===== config.mk =====
export PLATFORM = sky130hd
export DESIGN_NAME = laser_measure_scheduler
export DESIGN_NICKNAME = d
export VERILOG_FILES = /design/src/rtl/laser_measure_scheduler.sv
export SDC_FILE = /design/constraint.sdc
export NUM_CORES = 1
export LEC_CHECK = 0
export BUFFER_PORTS_ARGS = -buffer_cell sky130_fd_sc_hd__buf_2
export CAP_MARGIN = 20
export CORE_MARGIN = 8
export CORE_UTILIZATION = 50
export DETAILED_ROUTE_END_ITERATION = 8
export PLACE_DENSITY = 0.75
export SLEW_MARGIN = 20
export SYNTH_ARGS = -nofsm -noshare
export SYNTH_HDL_FRONTEND = slang
export SYNTH_SLANG_ARGS = --single-unit

===== constraint.sdc =====
create_clock -name clk -period 2.4 [get_ports clk]
set_input_delay 0.12 -clock clk [delete_from_list [all_inputs] [get_ports clk]]
set_output_delay 0.12 -clock clk [all_outputs]
set_load 0.03 [all_outputs]

===== src/rtl/laser_measure_scheduler.sv =====
// Laser distance meter sequencer: fires the meter, waits for the echo, accumulates
// 2**LOG2_NAVG shots and hands one averaged result to the host over valid/ready.
// A missing echo pulses meter_rst and returns an error result instead.
module laser_measure_scheduler #(
  parameter int DW        = 16,
  parameter int LOG2_NAVG = 2,
  parameter int TIMEOUT   = 65535,
  parameter int GAP       = 4,
  parameter int RST_CYC   = 2
) (
  input  logic          clk,
  input  logic          reset,
  input  logic          req_valid,
  output logic          req_ready,
  input  logic          cont,
  input  logic          sensor_s,
  input  logic [DW-1:0] meas_d,
  output logic          meter_b,
  output logic          meter_rst,
  output logic          res_valid,
  input  logic          res_ready,
  output logic [DW-1:0] res_dist,
  output logic          res_err,
  output logic          busy
);

  localparam int AW   = DW + LOG2_NAVG;
  localparam int NAVG = 1 << LOG2_NAVG;
  localparam int SW   = LOG2_NAVG + 1;
  localparam int TW   = $clog2(TIMEOUT + 1);
  localparam int GW   = $clog2(GAP + 1);
  localparam int RW   = $clog2(RST_CYC + 1);

  localparam logic [SW-1:0] LAST_SHOT = SW'(NAVG - 1);
  localparam logic [GW-1:0] GAP_LAST  = GW'(GAP - 1);
  localparam logic [RW-1:0] RST_LAST  = RW'(RST_CYC - 1);
  // to_cnt is 0 in the first WAIT_ECHO cycle; aborting at TIMEOUT-2 makes
  // meter_rst rise exactly TIMEOUT cycles after the meter_b pulse.
  localparam logic [TW-1:0] TO_LAST   = TW'(TIMEOUT - 2);

  typedef enum logic [2:0] {
    S_IDLE,
    S_ARM,
    S_WAIT_ECHO,
    S_CAPTURE,
    S_GAP,
    S_DONE,
    S_ERR_RST,
    S_ERR_HOLD
  } state_t;

  state_t        state;
  logic          cont_q;
  logic [AW-1:0] acc;
  logic [AW-1:0] acc_sum;
  logic [SW-1:0] shot_cnt;
  logic [TW-1:0] to_cnt;
  logic [GW-1:0] gap_cnt;
  logic [RW-1:0] rst_cnt;

  // Running sum including the shot being captured this cycle.
  always_comb begin
    acc_sum = acc + AW'(meas_d);
  end

  // Sequencer with all host/meter outputs registered alongside the state.
  always_ff @(posedge clk or posedge reset) begin
    if (reset) begin
      state     <= S_IDLE;
      cont_q    <= 1'b0;
      acc       <= '0;
      shot_cnt  <= '0;
      to_cnt    <= '0;
      gap_cnt   <= '0;
      rst_cnt   <= '0;
      req_ready <= 1'b1;
      meter_b   <= 1'b0;
      meter_rst <= 1'b0;
      res_valid <= 1'b0;
      res_dist  <= '0;
      res_err   <= 1'b0;
      busy      <= 1'b0;
    end else begin
      meter_b <= 1'b0;
      case (state)
        S_IDLE: begin
          if (req_valid && req_ready) begin
            cont_q    <= cont;
            acc       <= '0;
            shot_cnt  <= '0;
            state     <= S_ARM;
            meter_b   <= 1'b1;
            req_ready <= 1'b0;
            busy      <= 1'b1;
          end
        end
        S_ARM: begin
          to_cnt <= '0;
          state  <= S_WAIT_ECHO;
        end
        S_WAIT_ECHO: begin
          to_cnt <= to_cnt + TW'(1);
          if (sensor_s) begin
            state <= S_CAPTURE;
          end else if (to_cnt == TO_LAST) begin
            state     <= S_ERR_RST;
            meter_rst <= 1'b1;
            rst_cnt   <= '0;
            acc       <= '0;
            shot_cnt  <= '0;
          end
        end
        S_CAPTURE: begin
          acc      <= acc_sum;
          shot_cnt <= shot_cnt + SW'(1);
          if (shot_cnt == LAST_SHOT) begin
            state     <= S_DONE;
            res_valid <= 1'b1;
            res_err   <= 1'b0;
            res_dist  <= acc_sum[AW-1:LOG2_NAVG];
          end else begin
            state   <= S_GAP;
            gap_cnt <= '0;
          end
        end
        S_GAP: begin
          if (gap_cnt == GAP_LAST) begin
            state   <= S_ARM;
            meter_b <= 1'b1;
          end else begin
            gap_cnt <= gap_cnt + GW'(1);
          end
        end
        S_DONE: begin
          if (res_ready) begin
            res_valid <= 1'b0;
            res_dist  <= '0;
            if (cont_q && req_valid) begin
              acc      <= '0;
              shot_cnt <= '0;
              gap_cnt  <= '0;
              state    <= S_GAP;
            end else begin
              state     <= S_IDLE;
              req_ready <= 1'b1;
              busy      <= 1'b0;
            end
          end
        end
        S_ERR_RST: begin
          if (rst_cnt == RST_LAST) begin
            meter_rst <= 1'b0;
            state     <= S_ERR_HOLD;
            res_valid <= 1'b1;
            res_err   <= 1'b1;
            res_dist  <= '0;
          end else begin
            rst_cnt <= rst_cnt + RW'(1);
          end
        end
        S_ERR_HOLD: begin
          if (res_ready) begin
            res_valid <= 1'b0;
            res_err   <= 1'b0;
            state     <= S_IDLE;
            req_ready <= 1'b1;
            busy      <= 1'b0;
          end
        end
        default: begin
          state     <= S_IDLE;
          req_ready <= 1'b1;
          busy      <= 1'b0;
          meter_rst <= 1'b0;
          res_valid <= 1'b0;
        end
      endcase
    end
  end

endmodule


==> results by group <==
Run status
  • Outcome: complete, no violations

Synthesis
  • Number of flops mapped to enable cells by yosys: 0
  • Distinct cell type count after synthesis: just over 60
  • Leading post-synthesis cells by instance count: sky130_fd_sc_hd__dfrtp_1, sky130_fd_sc_hd__nand2_1, sky130_fd_sc_hd__o21ai_0
  • Most used standard cell by instance count after synthesis: sky130_fd_sc_hd__dfrtp_1
  • Top_reg_cell synth: sky130_fd_sc_hd__dfrtp_1
  • Yosys warning count: 0
  • Part of the Yosys area used for sequential elements: between 40% and 50%
  • Gate count of the mapped netlist: 440
  • Synth top area share: between 40% and 50%
  • Post-synthesis net count: 486
  • Synthesized flop and latch total: a little under 70
  • Cell taking the most area after synthesis: sky130_fd_sc_hd__dfrtp_1
  • Cell area after synthesis: between 4000 and 5000 um2
  • Post-Syn Area per Cell: ~9.3 um2
  • Cells taking the most area after synthesis: sky130_fd_sc_hd__dfrtp_1, sky130_fd_sc_hd__ha_1, sky130_fd_sc_hd__o21ai_0
  • Fraction of synthesis flops using an asynchronous set or reset pin: 100%

Timing
  • Worst setup skew after layout: ~0.011 ns
  • Minimum clock period: between 2 and 2.5 ns
  • Final count of pins violating max slew: 0
  • Worst slew margin relative to its limit: around two fifths
  • Post-route fraction of the period consumed by the critical path: 95.7%
  • Worst Tran Pin Value: 0.897 ns
  • Endpoints failing hold: 0
  • Tightest hold margin: between 0.006 and 0.007 ns
  • Setup Total Neg Slack: 0 ns
  • Maximum achievable frequency: 435 MHz
  • Endpoints failing setup: 0
  • RSZ-0062 raised after global routing: no

Min path
  • Hold crit path type: primary input to flop
  • Hold Path Sink: cont_q
  • Cells on Worst Hold Path: 2
  • Min-delay src: cont

Place
  • Post-DP HPWL: 7310 um
  • Placer Congestion: 0.871
  • Number of I/O port buffers: 43
  • Total placed instance area: about 4500 um2

Route
  • Via density: about 6.0
  • Post-detailed-route DRC marker count: 0
  • Drt first pass iters: 4
  • Final antenna-violating net count: 0
  • Routed length per instance: 16.5 um
  • Drt first-iter violations: approximately 130
  • Wire length reported by the detailed router: about 10000 um
  • Vias after detailed routing: 3636

Global routing
  • Grt ovf: 0
  • Number of global-route vias before repair: 3692
  • Global Route Usage Sum: 18.3%
  • Maximum number of pins on one net before global-route repair: between 40 and 50
  • Antenna violations before repair: 0
  • Global-route wire length before repair: ~17000 um

Pwr
  • Switching power as a share of total power: 45.1%
  • Overall power: between 5 and 6 mW
  • Internal cell power: roughly 3 mW
  • Seq pwr share: ~32%
  • Cell Pwr Density: 1170 nW/um2
  • Maximum vdd drop: 0.000680 V
  • P_sw: 2.48 mW
  • Logic pwr share: a little over half
  • Static leakage: 2.17 nW
  • Clock network fraction of total power: 15.4%

Die
  • Die span in x: ~110 um
  • Placeable core area: 8050 um2
  • Chip Height: approximately 110 um
  • Number of top-level pins: 44
  • # rows: 33
  • Starting Density: just over 50%
  • Die Area: between 10000 and 15000 um2

Clock tree
  • Number of clock sinks: 68
  • Bufs on Longest Clock Path: 2
  • H-tree depth: 3
  • CTS tree: done
  • Root Driver: sky130_fd_sc_hd__clkbuf_8
  • Clk_lat worst skew: between 0.3 and 0.4 ns
  • Clk slew on worst S/H paths: ~0.080 ns
  • CTS Buf Count: 9

Critical path
  • Endpoint class of the critical path: flop
  • Number of buffer and inverter stages on the critical path: 1
  • Data arrival time of the critical path: about 2.6 ns
  • Logic depth of the worst setup path including buffers: 9
  • Worst Path Required: 2.68 ns
  • R2r setup slk: 0.10 ns
  • CP Cell Sequence: ha_1, inv_1, fa_1, nor2b_1, o2111ai_1, nand3b_1, a31oi_4, or4_1, nand3_1
  • CP top delay family: simple AND/OR/NAND/NOR gates
  • Kind of critical path: flop to flop
  • CP max FO: 7
  • Depth of the worst register-to-register path: 9
  • Slowest stage cell, crit path: sky130_fd_sc_hd__or4_1
  • Worst r2r dst: res_dist[12]
  • Crit start category: flop
  • Delay of the slowest cell on the worst path: roughly 0.5 ns
  • Startpoint of the worst register-to-register path: acc[0]

Layout
  • Fraction of final layout cells sized beyond drive strength 1: ~20%
  • Antenna Cells: 0
  • Synth-to-Final Area Change: 14.8%
  • Summed area of non-filler cells in the final layout: between 4000 and 5000 um2
  • Area used by multi-input combinational logic: between 2000 and 2500 um2
  • Sequential standard cell area: 1700 um2
  • Number of filler cells placed in the layout: around 740
  • Number of nets in the final layout: around 540

Run
  • Max-cap viol count: 0
==> logic make-up after synthesis <==
family / synth area share (%)
compound gates: 27.4
simple gates: 17.7
flops: 41.7
buf+inv: 3.68
fa+ha+maj: 7.54
xor+xnor: 1.72
mux: 0.276
==> per-layer routing <==
layer  GRT usage, %  part of all wire (%)  wire length (um)
met1           21.3                    44              4380
met2           30.6                    49              4890
met3           3.99                   5.6               562
met4           9.95                   1.7               174
met5              0                     0                 0
==> flip-flops by register name, summed over array words and instances, names as in the netlist <==
name / cells
gap_cnt: 3
to_cnt: 16
meter_rst: 1
res_err: 1
meter_b: 1
busy: 1
res_dist: 16
rst_cnt: 2
cont_q: 1
shot_cnt: 3
req_ready: 1
state: 3
acc: 18
res_valid: 1
==> area by class of cell <==
class,instances,area share [%]
well taps,105,2.80
multi-input cells,338,48.0
clock buffers,11,3.01
clock inverters,5,0.587
inverters,14,1.12
flip-flops and latches,68,36.3
repair buffers,65,8.16
==> power groups by stage <==
stage | sequential [mW] | clock, mW | combinational, mW
2_1_floorplan | 1.96 | 0 | 1.89
3_3_place_gp | 1.76 | 0 | 2.76
3_5_place_dp | 1.79 | 0 | 2.83
4_1_cts | 1.76 | 0.859 | 2.85
5_1_grt | 1.81 | 0.905 | 3.19
6_report | 1.76 | 0.845 | 2.89
==> cell usage in the layout, fill, tap and decap left out, types with 6 or more instances in the layout <==
master,count
sky130_fd_sc_hd__o211ai_1,6
sky130_fd_sc_hd__a21oi_1,24
sky130_fd_sc_hd__inv_1,13
sky130_fd_sc_hd__ha_1,23
sky130_fd_sc_hd__o2111ai_1,8
sky130_fd_sc_hd__o31ai_1,6
sky130_fd_sc_hd__buf_4,21
sky130_fd_sc_hd__nand4_1,10
sky130_fd_sc_hd__o21ai_0,39
sky130_fd_sc_hd__o21a_1,11
sky130_fd_sc_hd__clkbuf_8,10
sky130_fd_sc_hd__buf_2,43
sky130_fd_sc_hd__nand2_1,45
sky130_fd_sc_hd__dfrtp_1,67
sky130_fd_sc_hd__a21o_1,9
sky130_fd_sc_hd__nand3_1,14
sky130_fd_sc_hd__nand2b_1,6
sky130_fd_sc_hd__a31oi_1,9
sky130_fd_sc_hd__a22o_1,15
sky130_fd_sc_hd__a22o_2,7
sky130_fd_sc_hd__nor2_1,34
sky130_fd_sc_hd__nor3_1,7
==> timing repair <==
action                                  CTS  global route
hold endpoints to repair                 10             0
buffers inserted                          0             2
hold buffers                              1             0
endpoints found under the setup margin    0             3
resized for setup                         0             3
==> stage by stage <==
| stage | std cells | utilization [%] | setup slack [ns] |
|---|---|---|---|
| after floorplan | 440 | - | 0.256 |
| after global placement | 587 | 55.6 | 0.178 |
| after detailed placement | 587 | 55.6 | 0.0784 |
| after CTS | 604 | 57.8 | 0.0564 |
| after global routing | 606 | 58.2 | 0.00691 |
| final | 606 | 58.2 | 0.102 |
==> worst max path at each step <==
stage / from / end
floorplan: acc[0] / res_dist[12]
global placement: acc[10] / res_dist[15]
detailed placement: acc[10] / res_dist[15]
CTS: acc[10] / res_dist[15]
global route: acc[0] / res_dist[12]
finish: acc[0] / res_dist[12]
Power figures use the tool's default switching activity.
